File: config.mk
export PLATFORM = sky130hd
export DESIGN_NAME = if_fetch
export DESIGN_NICKNAME = d
export VERILOG_FILES = /design/src/rtl/if_fetch.sv
export SDC_FILE = /design/constraint.sdc
export NUM_CORES = 1
export LEC_CHECK = 0
export BUFFER_PORTS_ARGS = -buffer_cell sky130_fd_sc_hd__buf_2
export CORE_ASPECT_RATIO = 0.75
export CORE_MARGIN = 10
export CORE_UTILIZATION = 55
export CTS_BUF_LIST = sky130_fd_sc_hd__clkbuf_8
export DETAILED_ROUTE_END_ITERATION = 10
export PLACE_DENSITY = 0.87
export SETUP_SLACK_MARGIN = 0.2
export SYNTH_ARGS = -nofsm -noshare
export SYNTH_HDL_FRONTEND = slang
export SYNTH_SLANG_ARGS = --single-unit
File: constraint.sdc
create_clock -name clk -period 2.91 [get_ports clk]
set_input_delay 0.1455 -clock clk [delete_from_list [all_inputs] [get_ports clk]]
set_output_delay 0.1455 -clock clk [all_outputs]
set_load 0.01 [all_outputs]
File: src/rtl/if_fetch.sv
// Instruction-fetch stage: PC, req/ready memory port, valid/ready hand-off to ID, stall on B-type/JALR.
// Optional direct-mapped I-cache enabled with `define IF_ICACHE_EN.
module if_fetch #(
    parameter logic [31:0] RESET_PC     = 32'h0000_0000,
    parameter int unsigned ICACHE_LINES = 16
) (
    input  logic        clk,
    input  logic        rst,
    input  logic        rdy,
    output logic        mem_req,
    output logic [31:0] mem_addr,
    input  logic        mem_ready,
    input  logic [31:0] mem_data,
    output logic        id_valid,
    input  logic        id_ready,
    output logic [31:0] inst_out,
    output logic [31:0] pc_out,
    input  logic        branch_en,
    input  logic [31:0] branch_dest
);

    typedef enum logic [1:0] {FETCH, ISSUE, BR_WAIT} state_t;

    state_t      state, state_n;
    logic [31:0] pc, pc_n;
    logic        req_n;
    logic [31:0] addr_n;
    logic        valid_n;
    logic [31:0] inst_n, pcout_n;
    logic        discard, discard_n;
    logic        hit;
    logic [31:0] hit_data;
    logic        is_branch;
    logic [31:0] dest;

    if ((ICACHE_LINES < 2) || ((ICACHE_LINES & (ICACHE_LINES - 1)) != 0)) begin : g_lines_check
        $error("ICACHE_LINES must be a power of 2 and at least 2");
    end

`ifdef IF_ICACHE_EN
    localparam int unsigned IDX_W = $clog2(ICACHE_LINES);
    localparam int unsigned TAG_W = 30 - IDX_W;
    // With a cache, FETCH is entered idle so the lookup for the new PC happens first.
    localparam logic REQ_ON_ENTRY = 1'b0;

    logic [ICACHE_LINES-1:0] line_valid;
    logic [TAG_W-1:0]        line_tag  [ICACHE_LINES];
    logic [31:0]             line_data [ICACHE_LINES];
    logic [IDX_W-1:0]        rd_idx, wr_idx;
    logic                    fill_en;

    assign rd_idx   = pc[2 +: IDX_W];
    assign wr_idx   = mem_addr[2 +: IDX_W];
    assign hit      = line_valid[rd_idx] && (line_tag[rd_idx] == pc[31:2+IDX_W]);
    assign hit_data = line_data[rd_idx];
    assign fill_en  = rdy && (state == FETCH) && mem_req && mem_ready && !discard;

    always_ff @(posedge clk) begin
        if (rst) begin
            line_valid <= '0;
        end else if (fill_en) begin
            line_valid[wr_idx] <= 1'b1;
        end
    end

    always_ff @(posedge clk) begin
        if (fill_en) begin
            line_tag[wr_idx]  <= mem_addr[31:2+IDX_W];
            line_data[wr_idx] <= mem_data;
        end
    end
`else
    localparam logic REQ_ON_ENTRY = 1'b1;

    assign hit      = 1'b0;
    assign hit_data = '0;
`endif

    assign is_branch = (inst_out[6:0] == 7'b1100011) || (inst_out[6:0] == 7'b1100111);
    assign dest      = branch_dest & ~32'h3;

    always_ff @(posedge clk) begin
        if (rst) begin
            state    <= FETCH;
            pc       <= RESET_PC;
            mem_req  <= 1'b0;
            mem_addr <= '0;
            id_valid <= 1'b0;
            inst_out <= '0;
            pc_out   <= '0;
            discard  <= 1'b0;
        end else if (rdy) begin
            state    <= state_n;
            pc       <= pc_n;
            mem_req  <= req_n;
            mem_addr <= addr_n;
            id_valid <= valid_n;
            inst_out <= inst_n;
            pc_out   <= pcout_n;
            discard  <= discard_n;
        end
    end

    always_comb begin
        state_n   = state;
        pc_n      = pc;
        req_n     = mem_req;
        addr_n    = mem_addr;
        valid_n   = id_valid;
        inst_n    = inst_out;
        pcout_n   = pc_out;
        discard_n = discard;

        unique case (state)
            FETCH: begin
                if (mem_req) begin
                    if (mem_ready) begin
                        if (discard) begin
                            // stale response dropped; keep the port busy with the redirected PC
                            discard_n = 1'b0;
                            addr_n    = pc;
                        end else begin
                            inst_n  = mem_data;
                            pcout_n = pc;
                            valid_n = 1'b1;
                            req_n   = 1'b0;
                            state_n = ISSUE;
                        end
                    end
                end else if (hit) begin
                    inst_n  = hit_data;
                    pcout_n = pc;
                    valid_n = 1'b1;
                    state_n = ISSUE;
                end else begin
                    req_n  = 1'b1;
                    addr_n = pc;
                end
            end
            ISSUE: begin
                if (id_ready) begin
                    valid_n = 1'b0;
                    if (is_branch) begin
                        state_n = BR_WAIT;
                    end else begin
                        pc_n    = pc + 32'd4;
                        state_n = FETCH;
                        req_n   = REQ_ON_ENTRY;
                        addr_n  = REQ_ON_ENTRY ? (pc + 32'd4) : mem_addr;
                    end
                end
            end
            BR_WAIT: begin
            end
            default: state_n = FETCH;
        endcase

        // A redirect overrides whatever the state machine decided above.
        if (branch_en) begin
            pc_n    = dest;
            valid_n = 1'b0;
            state_n = FETCH;
            if ((state == FETCH) && mem_req && !mem_ready) begin
                discard_n = 1'b1;
                req_n     = mem_req;
                addr_n    = mem_addr;
            end else begin
                discard_n = 1'b0;
                req_n     = REQ_ON_ENTRY;
                addr_n    = REQ_ON_ENTRY ? dest : mem_addr;
            end
        end
    end

endmodule

**Word-level counts from Yosys, hierarchy flattened**

Index checks and enable logic that the tools add are counted.

- Bits in registers: 133
- Input bits: 70

- Equal/unequal tests: 14
- Reductions and logical operators: 18
- $add $sub $neg: 1
- Bitwise operators: 1
- Muxes and demuxes: 36

Operators by type and width:

| operator | number |
|---|---|
| 2-to-1 mux 32 bit | 9 |
| case mux 32 bit (2 select lines) | 1 |
| adder 32 x 3 -> 32 bit, second input constant | 1 |
| 2-to-1 mux 1 bit | 17 |
| inequality test 3 bit, second input constant | 5 |
| equality test 7 bit, second input constant | 2 |
| 2-to-1 mux 2 bit | 6 |
| AND reduction 6 bit | 2 |
| AND reduction 5 bit | 2 |
| nonzero test 2 bit | 5 |
| inequality test 4 bit, second input constant | 2 |
| AND reduction 4 bit | 2 |
| AND reduction 7 bit | 1 |
| inequality test 2 bit, second input constant | 3 |
| case mux 2 bit (3 select lines) | 1 |
| case mux 1 bit (2 select lines) | 2 |
| nonzero test 3 bit | 1 |
| equality test 2 x 1 -> 1 bit, second input constant | 1 |
| equality test 2 bit, second input constant | 1 |
| logical AND 1 bit | 2 |
| logical NOT 2 bit | 1 |
| logical NOT 1 bit | 1 |
| logical OR 1 bit | 1 |
| NOT 1 bit | 1 |

**Logic depth before layout (Yosys ltp)**

- Depth after elaboration: 6
- Mapped depth: 8

**Least setup slack after synthesis**

No wires, ideal clock.

- Path kind: reg-to-reg
- From: register pc[3]
- To: register mem_addr[28]
- Path slack: 0.861 ns
- Required time: 2.835 ns
- Stages on the path, launching flop included: 8
- Data arrival time: 1.974 ns
- Clock period less this slack: 2.049 ns
- Setup time: 0.075 ns
- Cell sequence: dfxtp_1 > ha_1 > nand3_1 > clkbuf_1 > nor4_2 > nand3_1 > or4_1 > a31oi_1

- Word-level cells in the longest chain between the ends: 5

Ends and longest elaborated chain:

| what | line | RTL |
|---|---|---|
| from (decl) | 25 | `logic [31:0] pc, pc_n;` |
| from (signal assigned) | 94 | `pc <= pc_n;` |
| adder 32 x 3 -> 32 bit | 149 | `addr_n = REQ_ON_ENTRY ? (pc + 32'd4) : mem_addr;` |
| 2-to-1 mux 32 bit | 143 | `if (is_branch) begin` |
| 2-to-1 mux 32 bit | 141 | `if (id_ready) begin` |
| case mux 32 bit (2 select lines) | 114 | `unique case (state)` |
| 2-to-1 mux 32 bit | 159 | `if (branch_en) begin` |
| to (signal assigned) | 96 | `mem_addr <= addr_n;` |
| to (decl) | 11 | `output logic [31:0] mem_addr,` |

No other way between the ends. The select of a mux whose other input is x is not followed.
A chain may end at the register's enable or synchronous reset.

**Worst setup path in the final report**

- From: register pc[3]
- To: register mem_addr[18]

The elaborated chain is that of the path after synthesis.

==> reports/results.txt <==
status = completed
Mapped Cells = 855
worst-skew pair later-pin latency = 0.44 ns
crit-path max FO = 10
number of global-route vias before repair = 6676
Tightest Pin Transition = 0.833 ns
endpoints failing setup = 0
initial DRC count = 614
Top FF cell, synth = dfxtp_1
Worst setup EP type = register
post-synthesis cell area = 6510 sq um
worst path required time = 3.24 ns
total global-route track usage = 24.0%
area of the core = 11600 sq um
Worst Hold Depth = 3
R2R Setup Slk = 0.51 ns
Power Density = 501 nW/um^2
grt ovf = 0
first-pass detailed-route iteration total = 6
CTS Buf Count = 17
FF-to-FF End = mem_addr[18]$_SDFFE_PP0P_
clk sink count = 128
IO Pins = 168
Crit path arrival time = 2.73 ns
drt drc = 0
CTS Buffer Depth = 2
Setup TNS = 0 ns
ANT cells = 0
Fill cells = 952
post-CTS setup buffer count = 0
Synth-to-Final Area Change = 25.1%
WL final = 21000 um
Reg-to-Reg Start = pc[3]$_SDFFE_PP0P_
Peak VDD IR = 0.000329 V
share of cells above drive strength 1 = 24.2%
crit path from = pc[3]$_SDFFE_PP0P_
asr flop ratio synth = 0%
clock transition at the registers of the reported paths = 0.08 ns
final hold slack = 0.0293 ns
layout net count = 1081
GP Congestion = 0.897
FMAX = 416 MHz
critical path class = reg -> reg
min-delay worst type = in -> reg
Cell Chain, Critical Path = ha_1 > nand3_1 > buf_4 > nor4_1 > a21boi_0 > o31ai_1 > o21ai_1
highest-delay cell along the critical path = nor4_1
Slew Limit Headroom = 44.4%
H-tree levels = 4
WL/cell = 17.7 um
ratio of final minimum period to clock period = 82.5%
max-capacitance violation count = 0
ANT nets after route = 0
RSZ-0062 raised after global routing = false
post-synthesis sequential area ratio = 39.4%
pin count of the biggest net entering global routing = 63
skew final = 0.00936 ns
first-pass GRT wire length = 33400 um
TritonCTS clock tree = yes
#FFs+latches synth = 128
initial antenna violation count = 0
post-CTS resize count = 0
final setup margin = 0.509 ns
fin area = 8140 sq um
Worst Reg-to-Reg Cells = 7
pre-CTS WS = 0.664 ns
syn_area_per_cell = 7.62 sq um
number of buffers added on ports = 163
num rows = 34
Worst Setup EP = mem_addr[18]$_SDFFE_PP0P_
Final Critical Period = 2.40 ns
die width = 146 um
FF+latch area = 2560 sq um
Syn. warnings = 0
Hold Fails Final Rpt = 0
via count = 6993
crit-path max cell delay = 0.58 ns
clock root cell = clkbuf_8
initial core utilization = 56.3%
Leak = 3.25 nW
Via-to-Cell Ratio = 5.90
area post-placement = 7350 sq um
Die ar. = 16600 sq um
Die Y = 114 um
hpwl dp = 13600 um
Slew Viols, Final = 0
area of the multi-input gates = 3560 sq um
CP Launch Type = register
Post-synth EDFFs = 0
Unique masters post-synth = 74
-- worst max-delay path, delay by kind of cell, from the launching register on --
family | cells | cell delay (ns)
AOI/OAI and AO/OA | 3 | 0.64
buffers and inverters | 1 | 0.23
adders and majority gates | 1 | 0.23
DFF | 1 | 0.48
and+or+nand+nor | 2 | 0.71
-- cells in the final DEF, fill, tap and decap left out, types with 7 or more instances in the layout --
master,synthesis,final
buf_2,18,161
buf_4,3,23
nor2_1,36,36
a31oi_1,14,14
a22oi_1,7,7
inv_1,11,11
o21ai_0,34,34
nand2b_1,10,10
o41ai_1,7,7
nand2_1,188,188
o31ai_1,7,7
mux2i_1,10,10
clkbuf_8,0,19
dfxtp_1,128,128
a21oi_1,102,102
nor4_1,11,11
dlygate4sd3_1,0,35
nor3_1,24,24
nand3_1,26,25
o21ai_1,14,14
nand4_1,14,14
o211ai_1,8,8
-- cell type report --
type,instances,area share (%)
multi-input cells,633,43.7
flip-flops and latches,128,31.5
repair buffers,219,16.3
clock buffers,19,3.21
well taps,162,2.49
clock inverters,13,2.27
inverters,11,0.507
-- sequential cells by signal, summed over array words and instances (netlist names) --
name,cells
pc_out,30
id_valid,1
state,2
mem_req,1
inst_out,32
pc,30
mem_addr,31
discard,1
-- metrics by stage --
stage / power (mW) / std cells / util [%]
2_1_floorplan: 2.18 / 856 / -
3_3_place_gp: 2.34 / 1118 / 63.5
3_5_place_dp: 2.35 / 1118 / 63.5
4_1_cts: 4.08 / 1185 / 70.4
5_1_grt: 4.23 / 1185 / 70.4
6_report: 4.08 / 1185 / 70.4
-- worst min-delay path by stage --
stage	startpoint	end	slack, ns
final	branch_dest[17]	mem_addr[17]$_SDFFE_PP0P_	0.03
after global routing	rst	pc_out[27]$_SDFFE_PP0P_	0.03
after CTS	branch_dest[16]	mem_addr[16]$_SDFFE_PP0P_	0.02
after detailed placement	mem_data[2]	inst_out[2]$_SDFFE_PP0P_	0.39
after global placement	mem_data[11]	inst_out[11]$_SDFFE_PP0P_	0.39
after floorplan	mem_data[10]	inst_out[10]$_SDFFE_PP0P_	0.28
-- report_power, final --
part           leakage, nW  switching (mW)  internal, mW
sequential            1.04          0.0619          1.81
clock                0.222           0.739         0.981
combinational         1.99           0.288         0.200
total                 3.25            1.09          2.99
-- cell usage after synthesis, types with 4 or more instances --
cell type | n | area (sq um)
nand2_1 | 188 | 706
dfxtp_1 | 128 | 2560
a21oi_1 | 102 | 510
clkbuf_1 | 53 | 199
nor2_1 | 36 | 135
o21ai_0 | 34 | 170
nand3_1 | 26 | 130
nor3_1 | 24 | 120
buf_2 | 18 | 90.1
a31oi_1 | 14 | 87.6
nand4_1 | 14 | 87.6
o21ai_1 | 14 | 70.1
inv_1 | 11 | 41.3
nor4_1 | 11 | 68.8
mux2i_1 | 10 | 100
nand2b_1 | 10 | 62.6
buf_1 | 9 | 33.8
o211ai_1 | 8 | 60.1
a22oi_1 | 7 | 52.6
and3_1 | 7 | 43.8
o31ai_1 | 7 | 52.6
o41ai_1 | 7 | 61.3
a21boi_0 | 6 | 45.0
and2_1 | 6 | 37.5
nor2b_1 | 6 | 37.5
xnor2_1 | 6 | 52.6
xor2_1 | 6 | 52.6
nor4_2 | 5 | 62.6
a22o_1 | 4 | 35.0
a31o_2 | 4 | 35.0
or4_1 | 4 | 30.0
-- what timing repair did --
item	CTS	global route
endpoints found under the hold margin	35	0
setup endpoints to repair	0	0
hold buffers	35	0
-- per-layer routing --
layer,GRT usage [%],wire length (um),up-vias
met5,0,0,-
met4,9.34,475,0
met3,6.16,1700,43
met2,39.9,10000,338
met1,29.5,8790,3277
li1,-,-,3335
-- cell families after synthesis --
logic type	after synthesis	share of synthesized area [%]
simple gates	367	28.0
xor+xnor	12	1.61
fa+ha+maj	1	0.192
other cells	1	0.0576
flops	128	39.4
buf+inv	95	6.11
mux	10	1.54
compound gates	241	23.2
(Power assumes the default switching activity.)
